### src/rtl/pick_pkg.sv
// Shared types and constants for the pick_stream line capture block.
package pick_pkg;

  typedef enum logic [1:0] {
    ST_IDLE    = 2'd0,
    ST_HUNT    = 2'd1,
    ST_CAPTURE = 2'd2
  } state_t;

  localparam logic [15:0] PRE_WORD_DEF  = 16'hFFFF;
  localparam logic [15:0] SYNC_WORD_DEF = 16'hAAAA;

  // Address bits plus one wrap bit to tell full from empty.
  function automatic int ptr_width(input int depth);
    return $clog2(depth) + 1;
  endfunction

endpackage

### src/rtl/pick_stream_if.sv
// Raw word stream in, pixel stream out; master is the sensor/sink side, slave is the picker.
interface pick_stream_if #(
  parameter int DW = 16
);
  logic          DIN_VALID;
  logic [DW-1:0] DIN;
  logic          PIXEL_READY;
  logic          PUSH;
  logic [DW-1:0] PIXEL_DATA;

  modport master (
    output DIN_VALID, DIN, PIXEL_READY,
    input  PUSH, PIXEL_DATA
  );

  modport slave (
    input  DIN_VALID, DIN, PIXEL_READY,
    output PUSH, PIXEL_DATA
  );
endinterface

### src/rtl/pick_fifo.sv
// Synchronous FIFO whose head word is held in a register, so a write is visible one cycle later.
module pick_fifo
  import pick_pkg::*;
#(
  parameter int DW    = 16,
  parameter int DEPTH = 8
) (
  input  logic          CLK,
  input  logic          RST_N,
  input  logic          wr_en,
  input  logic [DW-1:0] wr_data,
  input  logic          rd_en,
  output logic [DW-1:0] rd_data,
  output logic          full,
  output logic          empty
);
  localparam int PW = ptr_width(DEPTH);
  localparam int AW = PW - 1;

  logic [DW-1:0] mem [DEPTH];
  logic [PW-1:0] wr_ptr_reg, rd_ptr_reg;
  logic [PW-1:0] wr_ptr_next, rd_ptr_next;
  logic [DW-1:0] rd_data_reg;

  assign empty       = (wr_ptr_reg == rd_ptr_reg);
  assign full        = (wr_ptr_reg[AW-1:0] == rd_ptr_reg[AW-1:0]) && (wr_ptr_reg[AW] != rd_ptr_reg[AW]);
  assign wr_ptr_next = wr_en ? wr_ptr_reg + PW'(1) : wr_ptr_reg;
  assign rd_ptr_next = rd_en ? rd_ptr_reg + PW'(1) : rd_ptr_reg;
  assign rd_data     = rd_data_reg;

  always_ff @(posedge CLK) begin
    if (wr_en) mem[wr_ptr_reg[AW-1:0]] <= wr_data;
  end

  // Preload the next head; bypass when that head is the word being written now.
  always_ff @(posedge CLK) begin
    if (!RST_N) begin
      wr_ptr_reg  <= '0;
      rd_ptr_reg  <= '0;
      rd_data_reg <= '0;
    end else begin
      wr_ptr_reg <= wr_ptr_next;
      rd_ptr_reg <= rd_ptr_next;
      if (wr_ptr_next != rd_ptr_next) begin
        if (wr_en && (wr_ptr_reg[AW-1:0] == rd_ptr_next[AW-1:0]))
          rd_data_reg <= wr_data;
        else
          rd_data_reg <= mem[rd_ptr_next[AW-1:0]];
      end
    end
  end

endmodule

### src/rtl/pick_stream.sv
// Hunts a preamble/sync header, captures one stride-decimated pixel line and
// drains it through an output FIFO with ready backpressure.
module pick_stream
  import pick_pkg::*;
#(
  parameter int            DW        = 16,
  parameter logic [DW-1:0] PRE_WORD  = DW'(PRE_WORD_DEF),
  parameter int            PRE_LEN   = 2,
  parameter logic [DW-1:0] SYNC_WORD = DW'(SYNC_WORD_DEF),
  parameter int            PIXELS    = 16,
  parameter int            DEPTH     = 8,
  parameter int            SW        = 4
) (
  input  logic          CLK,
  input  logic          RST_N,
  input  logic          GO,
  input  logic [SW-1:0] STRIDE,
  pick_stream_if.slave  bus,
  output logic          BUSY,
  output logic          DONE,
  output logic          OVERFLOW
);
  localparam int PCW = $clog2(PRE_LEN + 1);
  localparam int WCW = $clog2(PIXELS + 1);

  state_t         state_reg, state_next;
  logic [PCW-1:0] pre_cnt_reg, pre_cnt_next;
  logic [WCW-1:0] word_cnt_reg, word_cnt_next;
  logic [SW-1:0]  phase_reg, phase_next;
  logic [SW-1:0]  stride_reg, stride_next;
  logic           overflow_reg, overflow_next;
  logic [SW:0]    phase_inc;
  logic           keep, last_word;
  logic           fifo_wr, fifo_rd, fifo_full, fifo_empty;
  logic [DW-1:0]  fifo_rd_data;

  assign fifo_rd   = !fifo_empty && bus.PIXEL_READY;
  assign keep      = (state_reg == ST_CAPTURE) && bus.DIN_VALID && (phase_reg == '0);
  assign fifo_wr   = keep && (!fifo_full || fifo_rd);
  assign last_word = (state_reg == ST_CAPTURE) && bus.DIN_VALID && (word_cnt_reg == WCW'(PIXELS - 1));
  assign phase_inc = {1'b0, phase_reg} + (SW+1)'(1);

  always_comb begin
    state_next    = state_reg;
    pre_cnt_next  = pre_cnt_reg;
    word_cnt_next = word_cnt_reg;
    phase_next    = phase_reg;
    stride_next   = stride_reg;
    overflow_next = overflow_reg;
    case (state_reg)
      ST_IDLE: begin
        if (GO) begin
          state_next    = ST_HUNT;
          pre_cnt_next  = '0;
          overflow_next = 1'b0;
        end
      end
      ST_HUNT: begin
        if (!GO) begin
          state_next = ST_IDLE;
        end else if (bus.DIN_VALID) begin
          // Preamble counting wins until saturated, so PRE_WORD==SYNC_WORD still works.
          if (bus.DIN == PRE_WORD && pre_cnt_reg != PCW'(PRE_LEN)) begin
            pre_cnt_next = pre_cnt_reg + PCW'(1);
          end else if (bus.DIN == SYNC_WORD && pre_cnt_reg == PCW'(PRE_LEN)) begin
            state_next    = ST_CAPTURE;
            stride_next   = (STRIDE == '0) ? SW'(1) : STRIDE;
            word_cnt_next = '0;
            phase_next    = '0;
          end else if (bus.DIN != PRE_WORD) begin
            pre_cnt_next = '0;
          end
        end
      end
      ST_CAPTURE: begin
        if (bus.DIN_VALID) begin
          word_cnt_next = word_cnt_reg + WCW'(1);
          phase_next    = (phase_inc == {1'b0, stride_reg}) ? '0 : phase_inc[SW-1:0];
          if (last_word) state_next = ST_IDLE;
        end
      end
      default: state_next = ST_IDLE;
    endcase
    if (keep && fifo_full && !fifo_rd) overflow_next = 1'b1;
  end

  always_ff @(posedge CLK) begin
    if (!RST_N) begin
      state_reg    <= ST_IDLE;
      pre_cnt_reg  <= '0;
      word_cnt_reg <= '0;
      phase_reg    <= '0;
      stride_reg   <= SW'(1);
      overflow_reg <= 1'b0;
    end else begin
      state_reg    <= state_next;
      pre_cnt_reg  <= pre_cnt_next;
      word_cnt_reg <= word_cnt_next;
      phase_reg    <= phase_next;
      stride_reg   <= stride_next;
      overflow_reg <= overflow_next;
    end
  end

  pick_fifo #(
    .DW    (DW),
    .DEPTH (DEPTH)
  ) u_fifo (
    .CLK     (CLK),
    .RST_N   (RST_N),
    .wr_en   (fifo_wr),
    .wr_data (bus.DIN),
    .rd_en   (fifo_rd),
    .rd_data (fifo_rd_data),
    .full    (fifo_full),
    .empty   (fifo_empty)
  );

  assign bus.PUSH       = !fifo_empty;
  assign bus.PIXEL_DATA = fifo_rd_data;
  assign BUSY           = (state_reg != ST_IDLE);
  assign DONE           = last_word;
  assign OVERFLOW       = overflow_reg;

endmodule

### src/flat_wrapper.sv
// flat-port wrapper written by rule: the top's interface ports become plain ports
module pick_stream_flat import pick_pkg::*;
#(
  parameter int            DW        = 16,
  parameter logic [DW-1:0] PRE_WORD  = DW'(PRE_WORD_DEF),
  parameter int            PRE_LEN   = 2,
  parameter logic [DW-1:0] SYNC_WORD = DW'(SYNC_WORD_DEF),
  parameter int            PIXELS    = 16,
  parameter int            DEPTH     = 8,
  parameter int            SW        = 4
)
  (CLK, RST_N, GO, STRIDE, BUSY, DONE, OVERFLOW, bus_DIN_VALID, bus_DIN, bus_PIXEL_READY, bus_PUSH, bus_PIXEL_DATA);
  pick_stream_if #(.DW(DW)) bus_i ();
  input  logic CLK;
  input  logic RST_N;
  input  logic GO;
  input  logic [SW-1:0] STRIDE;
  output logic BUSY;
  output logic DONE;
  output logic OVERFLOW;
  input wire logic [$bits(bus_i.DIN_VALID)-1:0] bus_DIN_VALID;
  input wire logic [$bits(bus_i.DIN)-1:0] bus_DIN;
  input wire logic [$bits(bus_i.PIXEL_READY)-1:0] bus_PIXEL_READY;
  output wire logic [$bits(bus_i.PUSH)-1:0] bus_PUSH;
  output wire logic [$bits(bus_i.PIXEL_DATA)-1:0] bus_PIXEL_DATA;
  assign bus_i.DIN_VALID = bus_DIN_VALID;
  assign bus_i.DIN = bus_DIN;
  assign bus_i.PIXEL_READY = bus_PIXEL_READY;
  assign bus_PUSH = bus_i.PUSH;
  assign bus_PIXEL_DATA = bus_i.PIXEL_DATA;
  pick_stream #(.DW(DW), .PRE_WORD(PRE_WORD), .PRE_LEN(PRE_LEN), .SYNC_WORD(SYNC_WORD), .PIXELS(PIXELS), .DEPTH(DEPTH), .SW(SW)) u_core (.CLK(CLK), .RST_N(RST_N), .GO(GO), .STRIDE(STRIDE), .bus(bus_i), .BUSY(BUSY), .DONE(DONE), .OVERFLOW(OVERFLOW));
endmodule
### config.mk
export PLATFORM = sky130hd
export DESIGN_NAME = pick_stream_flat
export DESIGN_NICKNAME = d
export VERILOG_FILES = /design/src/rtl/pick_pkg.sv /design/src/rtl/pick_stream_if.sv /design/src/rtl/pick_fifo.sv /design/src/rtl/pick_stream.sv /design/src/flat_wrapper.sv
export SDC_FILE = /design/constraint.sdc
export NUM_CORES = 1
export LEC_CHECK = 0
export ABC_AREA = 1
export BUFFER_PORTS_ARGS = -buffer_cell sky130_fd_sc_hd__buf_2
export CAP_MARGIN = 20
export CORE_ASPECT_RATIO = 2
export CORE_MARGIN = 4
export CORE_UTILIZATION = 61
export DETAILED_ROUTE_END_ITERATION = 16
export PLACE_DENSITY = 0.91
export RECOVER_POWER = 25
export SYNTH_ARGS = -nofsm -noshare
export SYNTH_HDL_FRONTEND = slang
export SYNTH_SLANG_ARGS = --single-unit
### constraint.sdc
create_clock -name CLK -period 3.5 [get_ports CLK]
set_input_delay 0.35 -clock CLK [delete_from_list [all_inputs] [get_ports CLK]]
set_output_delay 0.35 -clock CLK [all_outputs]
set_load 0.02 [all_outputs]
=== Word-level counts from Yosys, hierarchy flattened ===
Memories as Yosys holds them, arrays and structs flattened. A register that Yosys moved wholly into a read port is not among the register bits.
Index checks and enable logic that the tools add are counted.

* Flip-flop bits (word level): 26
* Bits in writable memories: 128
* Input bits: 25
* Output and inout port bits: 20
* Word-level logic and storage cells: 104
* Memories: 1

{| class="wikitable"
|+ Memories
! memory !! words !! width !! rd ports !! clocked after Yosys merged registers in !! write ports !! line !! source
|-
| u_core.u_fifo.mem || 8 || 16 || 1 || 1 || 1 || pick_fifo.sv:20 || <nowiki>logic [DW-1:0] mem [DEPTH];</nowiki>
|}

* Add/subtract/negate cells: 5
* Equality and inequality tests: 25
* Muxes and demuxes: 36
* Bitwise logic cells: 1
* Reductions and logical operators: 28

{| class="wikitable"
|+ Operators with widths
! operator !! number
|-
| $mux W4 || 9
|-
| $eq A16 B16 Y1 const B || 2
|-
| $mux W2 || 13
|-
| $mux W5 || 5
|-
| $reduce_and A6 Y1 || 3
|-
| $ne A16 B16 Y1 const B || 1
|-
| $ne A2 B2 Y1 const B || 7
|-
| $logic_and A1 B1 Y1 || 10
|-
| $pmux W5 S2 || 1
|-
| $reduce_bool A2 Y1 || 5
|-
| $add A4 B1 Y4 const B || 2
|-
| $logic_not A4 Y1 || 2
|-
| $pmux W4 S2 || 1
|-
| $ne A3 B2 Y1 const B || 2
|-
| $ne A3 B3 Y1 const B || 2
|-
| $pmux W2 S3 || 1
|-
| $add A4 B1 Y5 const B || 1
|-
| $add A5 B1 Y5 const B || 1
|-
| $eq A5 B4 Y1 || 1
|-
| $eq A5 B4 Y1 const B || 1
|-
| $mux W1 || 5
|-
| $reduce_and A5 Y1 || 1
|-
| $eq A2 B2 Y1 const B || 2
|-
| $eq A4 B4 Y1 || 1
|-
| other kinds (13) || 16
|}

=== Depth between registers and ports, before layout ===
* Depth after elaboration: 7
* Mapped depth: 18
* Mapped depth without buffers: 16

=== By module ===
Synthesis repeated with hierarchy kept, for this count alone.

* Cells, all modules: 965
* Area, all modules: 8338.0 um^2

{| class="wikitable"
|+ By module, submodules not included
! module !! instances !! cells each !! area each (um^2) !! sequential area each (um^2)
|-
| pick_fifo || 1 || 755 || 7046.8 || 4324.1
|-
| pick_stream || 1 || 210 || 1291.2 || 360.3
|}

=== Worst setup path after synthesis ===
Ideal clock, no wire load.

* Kind: register to register
* Start point: register u_core.state_reg[1]
* End point: memory u_core.u_fifo.mem[0][0], enable pin
* Library setup time: 0.409 ns
* Arrival: 2.299 ns
* Required time: 3.091 ns
* Slack: 0.791 ns
* Cell stages (with the launch flop): 9
* Path buffers: 0
* Clock period less this slack: 2.709 ns
* Cell sequence: dfxtp_1 -> inv_1 -> nor2_4 -> nand2_2 -> nor2_2 -> nand2_4 -> inv_1 -> nand2_1 -> nor3_1

* Longest elaborated chain between the ends: 6

{| class="wikitable"
|+ Ends and longest elaborated chain
! what !! line !! source
|-
| start: declaration || pick_stream.sv:26 || <nowiki>state_t state_reg, state_next;</nowiki>
|-
| start signal: assignment || pick_stream.sv:96 || <nowiki>state_reg <= state_next;</nowiki>
|-
| $eq A2 B2 Y1 || pick_stream.sv:38 || <nowiki>assign keep = (state_reg == ST_CAPTURE) && bus.DIN_VALID && (phase_reg == '0);</nowiki>
|-
| $logic_and A1 B1 Y1 (2 in a row) || pick_stream.sv:38 ||
|-
| $logic_and A1 B1 Y1 || pick_stream.sv:39 || <nowiki>assign fifo_wr = keep && (!fifo_full || fifo_rd);</nowiki>
|-
| $mux W1 || pick_fifo.sv:32 || <nowiki>if (wr_en) mem[wr_ptr_reg[AW-1:0]] <= wr_data;</nowiki>
|-
| $mux W1 (implied by the code) || pick_fifo.sv:32 ||
|-
| end: declaration || pick_fifo.sv:20 ||
|}

No other way between the ends.

=== Final worst setup path ===
* Start point: register u_core.u_fifo.wr_ptr_reg[1]
* End point: register u_core.u_fifo.rd_data_reg[14], in the netlist u_core.u_fifo.rd_data[14], read port of u_core.u_fifo.mem

* Longest elaborated chain between the ends: 7
* Elaborated cells between the ends (all ways): 12
* Those cells by class: add/sub: 1; eq/ne: 3; mux: 2; reduce/logical: 6

{| class="wikitable"
|+ Ends and longest elaborated chain
! what !! line !! source
|-
| start: declaration || pick_fifo.sv:21 || <nowiki>logic [PW-1:0] wr_ptr_reg, rd_ptr_reg;</nowiki>
|-
| start signal: assignment || pick_fifo.sv:42 || <nowiki>wr_ptr_reg <= wr_ptr_next;</nowiki>
|-
| $eq A4 B4 Y1 or $eq A3 B3 Y1 (tied branches) || pick_fifo.sv:25, pick_fifo.sv:26 ||
|-
| $logic_not A1 Y1 or $logic_and A1 B1 Y1 (tied branches) || pick_stream.sv:37, pick_fifo.sv:26 ||
|-
| $logic_and A1 B1 Y1 or $logic_not A1 Y1 (tied branches) || pick_stream.sv:37, pick_stream.sv:39 ||
|-
| $logic_or A1 B1 Y1 || pick_stream.sv:39 ||
|-
| $logic_and A1 B1 Y1 || pick_stream.sv:39 ||
|-
| $mux W4 || pick_fifo.sv:27 || <nowiki>assign wr_ptr_next = wr_en ? wr_ptr_reg + PW'(1) : wr_ptr_reg;</nowiki>
|-
| $ne A4 B4 Y1 || pick_fifo.sv:44 || <nowiki>if (wr_ptr_next != rd_ptr_next) begin</nowiki>
|-
| end: declaration || pick_fifo.sv:23 || <nowiki>logic [DW-1:0] rd_data_reg;</nowiki>
|}

Several ways; a longest one is shown, not always the timed one.
A chain may end at the register's enable or synchronous reset.

==> metrics.yaml <==
status: "finished, final reports clean"
synth_edf_count: 128
wire_per_inst_um: 19.0
worst_ep_arrival_time_ns: 3.51
p_per_area_mw_per_mm2: 844
power.leakage_nw: 4.07
path_clk_slew_ns: 0.07
relSlewSlack: 0.439
seq_area_mm2: 0.00468
crit_type: "register to register"
cap_violations: 0
setup_tns_ns: 0
fill_cells: 888
synth_simple_gate_area_share: 0.290
worst_hold_slack_ns: 0.187
min-delay-path-class: "input port to register"
skew_ns: 0.0101
setup_viol: 0
min_period_over_period: 0.903
hpwl_um: 13900
synthTopCellsByArea: "edfxtp_1 46%, dfxtp_1 10%, nand3_1 8.5%"
die-area_mm2: 0.0157
rows: 60
max_stage_delay_ns: 0.62
critPathRequiredTime_ns: 3.85
cts_setup_buffers: 0
ant_nets: 0
vias: 6957
tightest_slew_ns: 0.837
synth-xor-area-share: 0.0155
r2r_start: "u_core.u_fifo.wr_ptr_reg[1]$_SDFF_PN0_"
cts_hold_buffers: 0
antenna_cells: 0
synth_ff_type: "edfxtp_1"
drc: 0
cts_max_level: 4
crit_path_start: "u_core.u_fifo.wr_ptr_reg[1]$_SDFF_PN0_"
grt_first_pass_wirelength_um: 34400
clk_latency_ns: 0.43
cp_max_fo: 35
path_cells: "inv_2, nand2_1, nand2_1, nor2_4, nand2_4, nand2_4, nand2_2, nand2_4, inv_4, nand2_1, nand2_2, nor2_4, nand2_4, nand2_1, nor2_1, nor2_1"
synth_cell_types: 37
clockBufferDepth: 2
ios: 45
first_iter_violations: 974
ir_drop_uv: 448
yosysWarnings: 0
seq_area_frac_synth: 0.564
synth_top_area_share: 0.463
synth.most_common_cell: "nand2_1"
cts_sinks: 170
fin_crit_ns: 3.16
grt_max_degree: 49
fp.coreArea_mm2: 0.0134
cts-resized-gates: 0
finalHoldViolCount: 0
root_buffer: "clkbuf_16"
use_met1: 0.304
gr-total-overflow: 0
crit_slowest_cell: "dfxtp_1"
drv_slew: 0
grt_pass1_vias: 6849
grt_antenna_before_repair: 0
syn_to_final_growth_pct: 11.8
ys_ff_latch: 170
worstSetupEndpointType: "register"
grt_util_all_layers: 0.282
muxShareOfSynthArea: 0
yosys.area_share.adder: 0.0106
grtUsageMet2: 0.481
wl_um: 21600
synthesis.instances: 931
io_buffers: 44
die_h_um: 173
cts_tree: "yes"
first_pass_iters: 9
synth_top_area_cell: "edfxtp_1"
die_w_um: 90.5
synth_nets: 963
viasPerCell: 6.10
fin_util: 0.691
synth.avg_cell_area_um2: 8.92
crit_path_start_kind: "register"
hold_start: "STRIDE[0]"
fmax_ghz: 0.317
synth_compound_area_frac: 0.0317
synthesis.area_mm2: 0.00830
fin_nets: 1004
globalRouteMet3Util: 0.0596
ys_async_sr_fraction: 0
multi_input_area_mm2: 0.00292
gp_congestion: 0.897
cts_buffers: 17
initial_core_util: 0.618
final_layout_size_suffix_gt1_frac: 0.123
largest_reg_flops: 128
synth_top_family_by_area: "simple AND/OR/NAND/NOR gates"
rsz0062_at_grt: "false"
top_usage_layer: "met2"
synth_common_cells: "169 x nand2_1, 141 x nand3_1, 131 x inv_1"
[kinds of logic (layout without fill, tap and decap cells)]
family,count (synthesis),count (layout)
compound gates,51,51
xor+xnor,13,13
fa+ha+maj,7,7
buf+inv,177,231
flops,170,170
simple gates,513,513
[placed cells by master, fill, tap and decap left out, drive strengths merged, types with 17 or more instances in the layout]
cell type / n
buf: 48
nand3: 143
nor2: 127
inv: 144
edfxtp: 128
o21ai: 28
nand3b: 17
dfxtp: 42
a21oi: 20
clkbuf: 33
nand4: 22
nand2: 187
[area by class of cell]
type,count,share of cell area
clock buffers,19,0.0466
clock inverters,13,0.0194
inverters,137,0.0559
multi-input cells,584,0.315
flip-flops and latches,170,0.505
well taps,155,0.0209
repair buffers,62,0.0377
[per-layer routing]
metal,vias up,part of all wire
met3,138,0.088
met2,469,0.51
met4,0,0.082
met1,3194,0.32
met5,-,0
li1,3156,-
[stage by stage]
| step | setup slack, ns | total power, mW | cells | cell area (um2) |
|---|---|---|---|---|
| after floorplan | 0.791 | 4.99 | 931 | 8300 |
| after global placement | 0.747 | 5.66 | 1108 | 8690 |
| after detailed placement | 0.591 | 5.76 | 1108 | 8690 |
| after CTS | 0.445 | 7.75 | 1140 | 9300 |
| after global routing | 0.158 | 8.27 | 1140 | 9280 |
| final | 0.341 | 7.83 | 1140 | 9280 |
[power by group]
group          switching (mW)  leakage [nW]  total (mW)  internal [mW]
clock                   0.820         0.300        1.97           1.15
combinational            2.47          2.28        3.52           1.05
sequential             0.0767          1.49        2.35           2.28
[worst paths after layout]
kind	to	slack, ns	cells after the start
worst max-delay path	u_core.u_fifo.rd_data[14]$_SDFFE_PN0P_	0.34	16
worst min-delay path	u_core.stride_reg[0]$_SDFFE_PN1P_	0.19	3
worst max register to register	u_core.u_fifo.rd_data[14]$_SDFFE_PN0P_	0.34	16
worst min register to register	u_core.OVERFLOW$_SDFFE_PN0P_	0.47	2
[worst max-delay path: cells and delay by family, from the launching register on]
| family | cells | cell delay [ns] |
|---|---|---|
| buffers and inverters | 2 | 0.33 |
| and+or+nand+nor | 14 | 2.07 |
| DFF | 1 | 0.62 |
No activity file was read; power rests on OpenSTA's default activity.
